==> config.mk <==
export PLATFORM = sky130hd
export DESIGN_NAME = multiplicador_seq
export DESIGN_NICKNAME = d
export VERILOG_FILES = /design/src/rtl/multiplicador_pkg.sv /design/src/rtl/sumador_n.sv /design/src/rtl/multiplicador_seq.sv
export SDC_FILE = /design/constraint.sdc
export NUM_CORES = 1
export LEC_CHECK = 0
export ABC_AREA = 0
export BUFFER_PORTS_ARGS = -buffer_cell sky130_fd_sc_hd__clkbuf_2
export CORE_AREA = 2 2 48 50
export DETAILED_ROUTE_END_ITERATION = 8
export DIE_AREA = 0 0 50 52
export PLACE_DENSITY = 0.82
export SKIP_CTS_REPAIR_TIMING = 1
export SLEW_MARGIN = 20
export SYNTH_ARGS = -nofsm -noshare
export SYNTH_HDL_FRONTEND = slang
export SYNTH_SLANG_ARGS = --single-unit
==> constraint.sdc <==
create_clock -name clk -period 3.25 [get_ports clk]
set_input_delay 0.325 -clock clk [delete_from_list [all_inputs] [get_ports clk]]
set_output_delay 0.325 -clock clk [all_outputs]
set_load 0.01 [all_outputs]
==> src/rtl/multiplicador_pkg.sv <==
// rtl/multiplicador_pkg.sv - shared state type, default width and counter sizing for the sequential multiplier
package multiplicador_pkg;

    typedef enum logic [1:0] {
        IDLE = 2'd0,
        RUN  = 2'd1,
        DONE = 2'd2
    } state_t;

    localparam int MULT_DEFAULT_N = 4;

    // The iteration counter must hold the value N itself, not just N-1.
    function automatic int cnt_width(input int n);
        return $clog2(n + 1);
    endfunction

endpackage

==> src/rtl/sumador_n.sv <==
// rtl/sumador_n.sv - parameterised N-bit ripple-carry adder built from chained full-adder cells
module sumador_n #(
    parameter int N = 4
) (
    input  logic [N-1:0] a,
    input  logic [N-1:0] b,
    input  logic         cen,
    output logic [N-1:0] s,
    output logic         csal
);

    logic [N:0] c;

    assign c[0] = cen;

    for (genvar i = 0; i < N; i++) begin : g_fa
        assign s[i]     = a[i] ^ b[i] ^ c[i];
        assign c[i + 1] = (a[i] & b[i]) | (c[i] & (a[i] ^ b[i]));
    end

    assign csal = c[N];

endmodule

==> src/rtl/multiplicador_seq.sv <==
// rtl/multiplicador_seq.sv - shift-and-add unsigned multiplier, one partial product per clock
// Optional build macro: MULTIPLICADOR_ZERO_BYPASS_EN (zero operand finishes in one cycle).
module multiplicador_seq
    import multiplicador_pkg::*;
#(
    parameter int N = MULT_DEFAULT_N
) (
    input  logic           clk,
    input  logic           rst_n,
    input  logic           start,
    input  logic [N-1:0]   a,
    input  logic [N-1:0]   b,
    output logic           busy,
    output logic           done,
    output logic [2*N-1:0] p
);

    localparam int            CW       = cnt_width(N);
    localparam logic [CW-1:0] CNT_LOAD = CW'(N);
    localparam logic [CW-1:0] CNT_ONE  = CW'(1);

    state_t         state_q, state_d;
    logic [N-1:0]   a_q, a_d;
    logic [2*N-1:0] pr_q, pr_d;
    logic [CW-1:0]  cnt_q, cnt_d;
    logic [2*N-1:0] p_q, p_d;

    logic [N-1:0]   add_b;
    logic [N-1:0]   add_s;
    logic           add_c;
    logic [2*N-1:0] pr_shift;
    logic           zero_op;

    assign add_b = pr_q[0] ? a_q : '0;

    sumador_n #(
        .N (N)
    ) u_sumador (
        .a    (pr_q[2*N-1:N]),
        .b    (add_b),
        .cen  (1'b0),
        .s    (add_s),
        .csal (add_c)
    );

    // The bit above the product is always zero after the shift, so it is not stored.
    assign pr_shift = {add_c, add_s, pr_q[N-1:1]};

`ifdef MULTIPLICADOR_ZERO_BYPASS_EN
    assign zero_op = (a == '0) || (b == '0);
`else
    assign zero_op = 1'b0;
`endif

    always_comb begin
        state_d = state_q;
        a_d     = a_q;
        pr_d    = pr_q;
        cnt_d   = cnt_q;
        p_d     = p_q;
        case (state_q)
            IDLE: begin
                if (start) begin
                    if (zero_op) begin
                        state_d = DONE;
                        p_d     = '0;
                    end else begin
                        state_d = RUN;
                        a_d     = a;
                        pr_d    = {{N{1'b0}}, b};
                        cnt_d   = CNT_LOAD;
                    end
                end
            end
            RUN: begin
                pr_d  = pr_shift;
                cnt_d = cnt_q - CNT_ONE;
                if (cnt_q == CNT_ONE) begin
                    state_d = DONE;
                    p_d     = pr_shift;
                end
            end
            DONE:    state_d = IDLE;
            default: state_d = IDLE;
        endcase
    end

    always_ff @(posedge clk) begin
        if (!rst_n) begin
            state_q <= IDLE;
            a_q     <= '0;
            pr_q    <= '0;
            cnt_q   <= '0;
            p_q     <= '0;
        end else begin
            state_q <= state_d;
            a_q     <= a_d;
            pr_q    <= pr_d;
            cnt_q   <= cnt_d;
            p_q     <= p_d;
        end
    end

    assign busy = (state_q != IDLE);
    assign done = (state_q == DONE);
    assign p    = p_q;

endmodule

==> metrics.md, run 1 <==
| Metric | Value |
|---|---|
| Final hold violations | `0` |
| Die Wd | `50 um` |
| Unrepaired setup endpoints after global routing | `false` |
| Post-synthesis sequential area ratio | `43.8%` |
| Vias | `911` |
| VDD IR max | `0.000265 V` |
| Met3 Routed Length | `69 um` |
| GPL Wtd Cong | `0.769` |
| Port Buffers | `20` |
| Clock-pin slew on the worst setup and hold paths | `0.13 ns` |
| Count of final max-slew check failures | `0` |
| Worst slew margin | `53.0%` |
| Syn nets | `144` |
| Number of max-cap violations | `0` |
| Synth top area cells | `dfxtp_1 44%, o21ai_0 9.2%, nand2_1 6.6%, fa_1 5.3%, nand3_1 4.4%` |
| Synth top cells by count | `25 x dfxtp_1, 21 x o21ai_0, 20 x nand2_1` |
| Outcome | `completed` |
| Initial Util | `54.2%` |
| Rows | `17` |
| Hold WS | `0.213 ns` |
| CTS Sinks | `25` |
| DR top layer | `met4` |
| Syn Area/Cell | `8.99 um2` |
| Max Freq | `0.451 GHz` |
| Initial antenna violation count | `0` |
| Clock root buffer | `clkbuf_4` |
| Area of the multi-input gates | `559 um2` |
| Critical path class | `reg2reg` |
| I/O pin cnt | `21` |
| Post-Synthesis Cells | `127` |
| Synthesis-to-layout area growth | `9.64%` |
| Final setup viols | `0` |
| Via-to-Cell Ratio | `5.33` |
| Die height | `52 um` |
| Leak | `0.000533 uW` |
| Global-route wire length before repair | `3600 um` |
| Vias in the first global route | `886` |
| Yosys top cell area share | `43.8%` |
| Pin count of the biggest net entering global routing | `40` |
| Core area | `2110 um2` |
| Mapped Area | `1140 um2` |
| Hpwl dp | `1520 um` |
| Most common cell in the netlist | `dfxtp_1` |
| Detailed Route WL | `2100 um` |
| WP data arrival | `2.43 ns` |
| Register-to-register setup slack | `1.03 ns` |
| Worst Setup Start Kind | `flop` |
| Fraction of registers with async set/reset | `0%` |
| CTS tree | `built` |
| Leading area contributor after synthesis | `dfxtp_1` |
| Routed Antenna Nets | `0` |
| P per Cell Area | `426 nW/um2` |
| Crit path time final | `2.22 ns` |
| Drt drc | `0` |
| Worst min path class | `in2reg` |
| Total congestion overflow | `0` |
| Synth Flop Type | `dfxtp_1` |
| Layout cells sized above 1 | `18.9%` |
| Slew at the pin with the worst max-slew slack | `0.704 ns` |
| Total track usage | `18.1%` |
| Seq cells post-synth | `25` |
| Yosys Warn Count | `0` |
| Nets | `161` |
| Die footprint | `2600 um2` |
| Detailed Route Iter0 Violations | `14` |
| Htree depth | `1` |
| Clock Path Buffers | `2` |
| # diodes | `0` |
| Inst Count DP | `167` |
| Non-filler cells, final | `171` |
| Setup TNS | `0 ns` |
| DR pass1 iterations | `4` |
| Crit path required time | `3.46 ns` |
| Area occupied by registers | `500 um2` |
| CP max FO | `5` |
| Max Clock Skew | `0.00551 ns` |
| Post-synth EDFFs | `0` |
| DRT met1 WL | `939 um` |
| CP Capture Type | `flop` |
| Final period util | `68.2%` |
| Final-layout fill cell count | `192` |
| Worst skew pair latency | `0.31 ns` |
| Routed wire per std cell | `12.3 um` |
| Unique masters post-synth | `25` |
| Inserted Clock Buffers | `3` |
| Met2 wire len | `1070 um` |
worst max-delay path: stages, from the launching register on:
cell and delay, ns:
dfxtp_1 0.43, and2_1 0.16, ha_1 0.13, inv_1 0.04
fa_1 0.36, inv_1 0.08, fa_1 0.15, inv_1 0.05
fa_1 0.49, nand3b_1 0.11, o21ai_0 0.11
flip-flops by register name (all words and copies together) (netlist names):
signal   cells
cnt_q        3
pr_q         8
state_q      2
a_q          4
p            8
report_power, final:
| part | internal, uW | total, uW | switching, uW | leakage [uW] |
|---|---|---|---|---|
| logic | 26.4 | 61.3 | 34.9 | 0.000311 |
| clock network | 46.0 | 136 | 90.2 | 0.0000177 |
| registers | 322 | 337 | 15.2 | 0.000204 |
layout by cell type, fill, tap and decap left out, drive strengths merged, types with 2 or more instances in the layout:
cell type,netlist,layout
and2,3,3
nand3,10,10
ha,3,3
a21oi,2,2
dfxtp,25,25
fa,3,3
o21ai,21,21
o211ai,4,4
clkbuf,2,23
mux2i,4,4
o211a,3,3
nand2,20,20
inv,8,8
nand3b,5,5
cell type report:
cell class	instances	area share (%)
Sequential cell	25	40.0
Tap cell	28	2.80
Inverter	8	2.40
Multi-Input combinational cell	86	44.7
Clock inverter	1	0.400
Clock buffer	3	1.80
Timing Repair Buffer	20	7.99
routing by layer:
metal	GRT usage, %	vias to the layer above
met2	32.9	19
met3	2.01	2
met5	0	-
met4	9.26	0
li1	-	463
met1	20.7	427
worst paths after layout:
check | startpoint | to | cells after the start
worst max-delay path | pr_q[0]$_SDFFE_PN0P_ | pr_q[6]$_SDFFE_PN0P_ | 10
worst min-delay path | a[1] | a_q[1]$_SDFFE_PN0P_ | 3
worst max register to register | pr_q[0]$_SDFFE_PN0P_ | pr_q[6]$_SDFFE_PN0P_ | 10
worst min register to register | p[2]$_SDFFE_PN0P_ | p[2]$_SDFFE_PN0P_ | 2
stage by stage:
step | cell area [um2] | total power, uW | worst slack [ns] | util (%)
after floorplan | 1140 | 385 | 1.26 | -
after global placement | 1220 | 399 | 1.20 | 58.2
after detailed placement | 1220 | 404 | 1.06 | 58.2
after CTS | 1250 | 539 | 1.04 | 59.5
after global routing | 1250 | 560 | 0.906 | 59.5
final | 1250 | 534 | 1.03 | 59.5
cell families (layout without fill, tap and decap cells):
| logic type | after synthesis | count (layout) | synth area share [%] |
|---|---|---|---|
| simple gates | 44 | 44 | 20.2 |
| buf+inv | 16 | 32 | 7.23 |
| flops | 25 | 25 | 43.8 |
| mux | 4 | 4 | 3.51 |
| compound gates | 32 | 32 | 16.8 |
| fa+ha+maj | 6 | 6 | 8.54 |
No activity file was read; power rests on OpenSTA's default activity.
==> run 2, diff against run 1 <==
--- a/config.mk
+++ b/config.mk
@@ -7,10 +7,10 @@
 export LEC_CHECK = 0
 export ABC_AREA = 0
 export BUFFER_PORTS_ARGS = -buffer_cell sky130_fd_sc_hd__clkbuf_2
-export CORE_AREA = 2 2 48 50
+export CORE_AREA = 2 2 52 54
 export DETAILED_ROUTE_END_ITERATION = 8
-export DIE_AREA = 0 0 50 52
-export PLACE_DENSITY = 0.82
+export DIE_AREA = 0 0 54 56
+export PLACE_DENSITY = 0.74
 export SKIP_CTS_REPAIR_TIMING = 1
 export SLEW_MARGIN = 20
 export SYNTH_ARGS = -nofsm -noshare
==> constraint.sdc (replaced) <==
create_clock -name clk -period 1.9 [get_ports clk]
set_input_delay 0.19 -clock clk [delete_from_list [all_inputs] [get_ports clk]]
set_output_delay 0.19 -clock clk [all_outputs]
set_load 0.01 [all_outputs]
==> metrics.md, run 2 (synthesis results as in run 1) <==
| Metric | Value |
|---|---|
| Die height | `56 um` |
| Htree depth | `1` |
| R2R cell count | `10` |
| Critical path class | `reg2reg` |
| Total congestion overflow | `0` |
| Leak | `0.000543 uW` |
| Final-layout fill cell count | `240` |
| Worst Setup Start Kind | `flop` |
| Area of the multi-input gates | `579 um2` |
| Sw Pwr | `256 uW` |
| Worst skew pair latency | `0.32 ns` |
| Failing checks | `negative setup slack` |
| Crit path required time | `2.13 ns` |
| Setup TNS | `-0.488 ns` |
| I/O pin cnt | `21` |
| Unrepaired setup endpoints after global routing | `true` |
| RR Startpoint | `pr_q[0]$_SDFFE_PN0P_` |
| Hpwl dp | `1660 um` |
| Port Buffers | `20` |
| Crit path time final | `2.09 ns` |
| Detailed Route WL | `2340 um` |
| Worst min path class | `in2reg` |
| P per Cell Area | `721 nW/um2` |
| Via-to-Cell Ratio | `5.20` |
| Fin area | `1300 um2` |
| Combinational cell fraction of total power | `13.1%` |
| Inserted Clock Buffers | `3` |
| GPL Wtd Cong | `0.773` |
| Initial Util | `47.0%` |
| Detailed Route Iter0 Violations | `22` |
| Final hold violations | `0` |
| Switching portion of total power | `27.3%` |
| Clock-pin slew on the worst setup and hold paths | `0.14 ns` |
| VDD IR max | `0.000331 V` |
| Hold path cells | `3` |
| Total power | `937 uW` |
| Most frequent cells in the layout | `23 x dfxtp_1, 20 x nand2_1, 20 x clkbuf_2, 19 x o21ai_0, 10 x nand3_1` |
| Final period util | `110%` |
| DP Area | `1250 um2` |
| Non-filler cells, final | `176` |
| Worst slew margin | `60.7%` |
| # diodes | `0` |
| Routed wire per std cell | `13.3 um` |
| Nets | `164` |
| WP data arrival | `2.33 ns` |
| Register share of total power | `60.9%` |
| Commonest non-fill, non-tap cell in the layout | `dfxtp_1` |
| Worst reg2reg endpoint | `p[6]$_SDFFE_PN0P_` |
| CP max FO | `2` |
| Register-to-register setup slack | `-0.19 ns` |
| Max Clock Skew | `0.00419 ns` |
| Initial antenna violation count | `0` |
| Layout cells sized above 1 | `26.7%` |
| Vias in the first global route | `930` |
| Synthesis-to-layout area growth | `13.8%` |
| Slew at the pin with the worst max-slew slack | `0.590 ns` |
| Pre-CTS setup slack | `-0.159 ns` |
| Endpoint, Worst Hold | `a_q[0]$_SDFFE_PN0P_` |
| Die Wd | `54 um` |
| Rows | `18` |
| Total track usage | `17.4%` |
| CP Capture Type | `flop` |
| Outcome | `finished with violations` |
| Final setup viols | `4` |
| CTS Sinks | `25` |
| Area occupied by registers | `503 um2` |
| DR pass1 iterations | `4` |
| Max Freq | `0.478 GHz` |
| Internal power | `682 uW` |
| Drt drc | `0` |
| CTS tree | `built` |
| Clock root buffer | `clkbuf_4` |
| CP startpoint | `pr_q[0]$_SDFFE_PN0P_` |
| Number of max-cap violations | `0` |
| Vias | `916` |
| Pin count of the biggest net entering global routing | `21` |
| Count of final max-slew check failures | `0` |
| Clock group share of total power | `26.0%` |
| Die footprint | `3020 um2` |
| Inst Count DP | `172` |
| Hold path startpoint | `a[0]` |
| Clock Path Buffers | `2` |
| Final WS setup | `-0.192 ns` |
| Core area | `2430 um2` |
| Global-route wire length before repair | `3900 um` |
| Routed Antenna Nets | `0` |
[run 2: cell types whose count changed in the layout (fill, tap and decap cells not counted), sizes merged]
cell and delta:
buf +3
[run 2: how the worst max path moves through the flow]
stage | to | slack, ns | cells past startpoint
5_1_grt | p[6]$_SDFFE_PN0P_ | -0.29 | 10
2_1_floorplan | pr_q[6]$_SDFFE_PN0P_ | -0.06 | 10
6_report | p[6]$_SDFFE_PN0P_ | -0.19 | 10
3_5_place_dp | p[6]$_SDFFE_PN0P_ | -0.16 | 10
4_1_cts | pr_q[6]$_SDFFE_PN0P_ | -0.20 | 10
3_3_place_gp | p[6]$_SDFFE_PN0P_ | -0.08 | 10
[run 2: power by group through the flow]
stage          registers [uW]  clock network (uW)  logic (uW)
5_1_grt                   575                 273         136
4_1_cts                   570                 249         121
3_3_place_gp              579                   0         113
3_5_place_dp              581                   0         120
2_1_floorplan             578                   0        82.2
6_report                  571                 244         123
[run 2: worst max-delay path, stage by stage (launching register included)]
cell and delay [ns]:
dfxtp_2 0.36, and2_4 0.15, ha_4 0.12, inv_2 0.03, fa_2 0.34, inv_2 0.06, fa_2 0.19, inv_2 0.04
fa_1 0.52, nand2_1 0.05, o211a_1 0.14
[run 2: final cells by class]
class | count | area share (%)
Clock buffer | 3 | 1.73
Multi-Input combinational cell | 86 | 44.6
Inverter | 8 | 2.31
Clock inverter | 1 | 0.385
Timing Repair Buffer | 23 | 9.43
Tap cell | 30 | 2.89
Sequential cell | 25 | 38.7
[run 2: metrics by stage]
| step | util [%] | hold slack (ns) |
|---|---|---|
| floorplan | - | 0.320 |
| global route | 53.4 | 0.101 |
| detailed placement | 51.4 | 0.417 |
| global placement | 51.4 | 0.403 |
| CTS | 52.6 | 0.0747 |
| finish | 53.4 | 0.0759 |
[run 2: metal layers]
layer | track usage, % | routed length [um] | vias to the layer above
met1 | 21.1 | 996 | 417
met4 | 9.64 | 29 | 0
met3 | 3.23 | 106 | 4
li1 | - | - | 469
met5 | 0 | 0 | -
met2 | 28.0 | 1200 | 26
